[src/rtl/ramwriter_pkg.sv]
// Shared store-writer constants: FSM state codes and the widest store in bytes.
// Imported by the RAM writer and by the control sequencer that picks nbytes.
package ramwriter_pkg;

    localparam logic [1:0] WR_IDLE  = 2'd0;
    localparam logic [1:0] WR_WRITE = 2'd1;
    localparam logic [1:0] WR_DONE  = 2'd2;

    localparam logic [3:0] WR_MAXB  = 4'd8;

    function automatic logic nb_legal(input logic [3:0] n);
        return (n != 4'd0) && (n <= WR_MAXB);
    endfunction

endpackage

[src/rtl/ramwriter.sv]
// Little-endian multi-byte store into byte-wide RAM, one byte per clock.
// Holds kp high while bytes are going out so the sequencer waits for the store.
module ramwriter
    import ramwriter_pkg::*;
#(
    parameter int AW = 16,
    parameter int DW = 64,
    parameter int BW = 8
) (
    input  logic          clk,
    input  logic          rst,
    input  logic          start,
    input  logic [3:0]    nbytes,
    input  logic [AW-1:0] addr,
    input  logic [DW-1:0] data,
    output logic          kp,
    output logic          we,
    output logic [AW-1:0] adq,
    output logic [BW-1:0] dq,
    output logic          done
);

    logic [1:0]    r_state;
    logic [2:0]    r_cnt;
    logic [DW-1:0] r_shift;
    logic          r_kp;
    logic          r_we;
    logic [AW-1:0] r_adq;
    logic [BW-1:0] r_dq;
    logic          r_done;

    logic          w_accept;
    logic [2:0]    w_last_idx;

    // New requests are taken only between stores; DONE counts as idle.
    assign w_accept   = start && nb_legal(nbytes) &&
                        ((r_state == WR_IDLE) || (r_state == WR_DONE));
    assign w_last_idx = 3'(nbytes - 4'd1);

    always_ff @(posedge clk or posedge rst) begin
        if (rst) begin
            r_state <= WR_IDLE;
            r_cnt   <= 3'd0;
            r_shift <= '0;
            r_kp    <= 1'b0;
            r_we    <= 1'b0;
            r_adq   <= '0;
            r_dq    <= '0;
            r_done  <= 1'b0;
        end else begin
            r_done <= 1'b0;
            case (r_state)
                WR_IDLE, WR_DONE: begin
                    if (w_accept) begin
                        r_state <= WR_WRITE;
                        r_shift <= data;
                        r_cnt   <= w_last_idx;
                        r_kp    <= 1'b1;
                        r_we    <= 1'b1;
                        r_adq   <= addr;
                        r_dq    <= data[BW-1:0];
                    end else begin
                        r_state <= WR_IDLE;
                    end
                end
                WR_WRITE: begin
                    if (r_cnt != 3'd0) begin
                        r_shift <= r_shift >> BW;
                        r_dq    <= r_shift[2*BW-1:BW];
                        r_adq   <= r_adq + AW'(1);
                        r_cnt   <= r_cnt - 3'd1;
                    end else begin
                        // Last byte has been presented; adq/dq keep their values.
                        r_state <= WR_DONE;
                        r_we    <= 1'b0;
                        r_kp    <= 1'b0;
                        r_done  <= 1'b1;
                    end
                end
                default: r_state <= WR_IDLE;
            endcase
        end
    end

    assign kp   = r_kp;
    assign we   = r_we;
    assign adq  = r_adq;
    assign dq   = r_dq;
    assign done = r_done;

endmodule
[config.mk]
export PLATFORM = sky130hd
export DESIGN_NAME = ramwriter
export DESIGN_NICKNAME = d
export VERILOG_FILES = /design/src/rtl/ramwriter_pkg.sv /design/src/rtl/ramwriter.sv
export SDC_FILE = /design/constraint.sdc
export NUM_CORES = 1
export LEC_CHECK = 0
export ABC_AREA = 0
export CELL_PAD_IN_SITES_DETAIL_PLACEMENT = 0
export CELL_PAD_IN_SITES_GLOBAL_PLACEMENT = 2
export CORE_UTILIZATION = 30
export DETAILED_ROUTE_END_ITERATION = 10
export GPL_TIMING_DRIVEN = 0
export HOLD_SLACK_MARGIN = 0.06
export PLACE_DENSITY = 0.84
export SYNTH_ARGS = -nofsm -noshare
export SYNTH_HDL_FRONTEND = slang
export SYNTH_SLANG_ARGS = --single-unit
[constraint.sdc]
create_clock -name clk -period 5.2 [get_ports clk]
set_input_delay 0.52 -clock clk [delete_from_list [all_inputs] [get_ports clk]]
set_output_delay 0.52 -clock clk [all_outputs]
set_load 0.05 [all_outputs]
==> flow_summary_export.csv <==
group,metric,value,unit
run_status,status,"finished, final reports clean",
detailed_routing,drc_errors,0,
detailed_routing,vias_per_cell,4.98,
cts,clk_pin_slew,0.06,ns
cts,ctsLongestPathBuffers,2,
critical_path,path_class,"reg -> reg",
floorplanning,dieArea,14600,sq um
sta,clock_skew,0.00360,ns
placed_design,hpwl,9.64,mm
job,maxCapViolations,0,
power_and_ir_drop,peakVddDrop,0.222,mV
cts,post_cts_buffers,0,
floorplanning,start_util,30.6,%
critical_path,worstSetupStartpoint,"r_state[0]",
grt,overflow,0,
detailed_routing,drt_iter0_markers,206,
sta,max_slew.worst_pin.slew,0.610,ns
power_and_ir_drop,leakage,2.50,nW
detailed_routing,first_pass_iters,5,
placed_design,pre_cts_slack,2.59,ns
logic_synthesis,yosys_warnings,0,
logic_synthesis,syn_avg_cell_area,8.39,sq um
grt,antenna_found_initial,0,
critical_path,crit_required,5.44,ns
grt,grt_pass1_vias,4086,
cts,hold_buffers,0,
cts,cts_tree,"done",
cts,cts_resized,0,
finish,post-route-util,42.7,%
floorplanning,rows,43,
finish,antennaDiodeCount,0,
logic_synthesis,ys_types,41,
placed_design,place_congestion,0.811,
cts,cts.htree.levels,3,
critical_path,cp-end-kind,"flip-flop",
sta,slew_viol_final,0,
critical_path,r2r_start,"r_state[0]",
worst_hold_path,hp-start,"r_shift[57]",
logic_synthesis,synth_fp_nets,594,
grt,grt_max_degree,51,
detailed_routing,wl_per_cell,16.2,um
floorplanning,die_h,121,um
detailed_routing,vias,4042,
critical_path,ff2ff_setup_slack,2.64,ns
worst_hold_path,hold_depth,2,
sta,min_period,2.56,ns
critical_path,arrival,2.81,ns
cts,numCtsBuffers,9,
logic_synthesis,syn_inst,505,
detailed_routing,drt_wl_total,13.2,mm
logic_synthesis,synth_seq_cells,87,
sta,finalHoldViolations,0,
placed_design,placed_cells,799,
finish,layout-drive-gt1-share,6.49,%
grt,track_usage,19.1,%
critical_path,crit_fanout,10,
sta,layout_setup_ws,2.64,ns
detailed_routing,postRouteAntennaNets,0,
worst_hold_path,hp-class,"reg -> reg",
power_and_ir_drop,p_per_area,702,nW/um^2
worst_hold_path,min_to,"r_shift[57]",
logic_synthesis,synth_edf_count,0,
critical_path,r2r_cells,8,
logic_synthesis,mappedNetlistArea,4240,sq um
sta,slew_headroom,59.4,%
critical_path,timing.rr.end,"r_cnt[2]",
sta,rsz0062_at_grt,"false",
logic_synthesis,yosysSeqAreaShare,51.4,%
cts,root_buffer,"clkbuf_16",
finish,nets,719,
sta,fmax,0.390,GHz
placed_design,port_buffers,113,
floorplanning,core_area,13800,sq um
grt,grt_pass1_wl,21.2,mm
logic_synthesis,async_flop_share,100,%
finish,syn_to_final_growth,39.5,%
floorplanning,pin_count,114,
logic_synthesis,synthFlopType,"dfrtp_1",
critical_path,critPathLaunchType,"flip-flop",
sta,setup_viol_count_final,0,
sta,tns,0,ns
finish,instances_no_fill,812,
sta,min_period_over_period,49.3,%
cts,clock_latency,0.34,ns
floorplanning,die_w,121,um
cts,cts.sinks,87,
-- layer usage --
layer	track usage, %	routed length (um)	vias to the layer above	share of wire, %
met1	24.8	6050	1928	46
met3	2.87	601	11	4.6
met5	0	0	-	0
li1	-	-	1996	-
met2	32.1	6310	107	48
met4	6.94	198	0	1.5
-- power breakdown --
part / switching (W) / internal (W)
combinational: 0.00142 / 0.000799
clock: 0.000257 / 0.000391
sequential: 0.000258 / 0.00102
-- final cells by class --
type | count | area, sq um
Sequential cell | 87 | 2180
Buffer | 45 | 233
Inverter | 6 | 25.0
Clock buffer | 12 | 256
Tap cell | 180 | 225
Clock inverter | 1 | 30.0
Fill cell | 1434 | 7920
Multi-Input combinational cell | 367 | 1810
Timing Repair Buffer | 114 | 1160
-- worst max-delay path by stage --
stage / end / slack (ns) / cells past startpoint
after floorplan: adq[0] / 2.43 / 1
after global placement: r_shift[61] / 0.93 / 2
after detailed placement: adq[14] / 2.59 / 6
after CTS: r_cnt[2] / 2.59 / 8
after global routing: r_cnt[2] / 2.36 / 8
final: r_cnt[2] / 2.64 / 8
-- cell usage after synthesis, types with 2 or more instances --
master / instances / share of area (%)
nand2_1: 143 / 13
dfrtp_1: 87 / 51
nor2_1: 64 / 5.7
a31oi_1: 58 / 8.6
a21oi_1: 22 / 2.6
clkbuf_1: 19 / 1.7
nand3_1: 16 / 1.9
buf_2: 12 / 1.4
o21ai_0: 12 / 1.4
buf_4: 9 / 1.6
inv_1: 5 / 0.44
mux2i_1: 5 / 1.2
nand4_1: 4 / 0.59
nor4_1: 4 / 0.59
o31ai_1: 4 / 0.71
buf_1: 3 / 0.27
nand2b_1: 3 / 0.44
o22ai_1: 3 / 0.44
o32ai_1: 3 / 0.62
a22o_1: 2 / 0.41
a22oi_1: 2 / 0.35
and4_1: 2 / 0.41
buf_6: 2 / 0.53
ha_1: 2 / 0.59
nor2b_1: 2 / 0.30
or4_1: 2 / 0.35
-- flip-flops by register name (all words and copies together), names as in the netlist --
signal	cells
we	1
r_state	2
r_shift	64
adq	16
r_cnt	3
done	1
-- stage by stage --
step                total power [W]  hold slack, ns  instance area, sq um
finish                      0.00415           0.500                  5910
global route                0.00448           0.530                  5910
CTS                         0.00419           0.503                  5910
detailed placement          0.00353           0.486                  5620
global placement            0.00348           0.478                  5590
floorplan                   0.00279           0.454                  4240
-- critical path, cell delays in order, from the launching register on --
cell      delay [ns]
dfrtp_1         0.35
nor2b_1         0.29
clkbuf_1        0.52
clkbuf_1        0.45
mux2i_1         0.24
ha_1            0.20
nand2b_1        0.11
a21oi_1         0.06
a211oi_1        0.23
-- cell families (layout without fill, tap and decap cells) --
logic type / Yosys count / after routing / synth area share (%)
adders and majority gates: 2 / 2 / 0.590
DFF: 87 / 87 / 51.4
buffers and inverters: 51 / 178 / 6.02
and+or+nand+nor: 246 / 246 / 23.9
AOI/OAI and AO/OA: 114 / 114 / 16.9
muxes: 5 / 5 / 1.18
-- placed cells by master, fill, tap and decap left out, types with 12 or more instances in the layout --
master           synthesis  final
a21oi_1                 22     22
nand3_1                 16     16
o21ai_0                 12     12
a31oi_1                 58     58
clkdlybuf4s50_1          0    113
clkbuf_1                19     20
nand2_1                143    143
buf_2                   12     12
nor2_1                  64     64
dfrtp_1                 87     87
No activity file was read; power rests on OpenSTA's default activity.
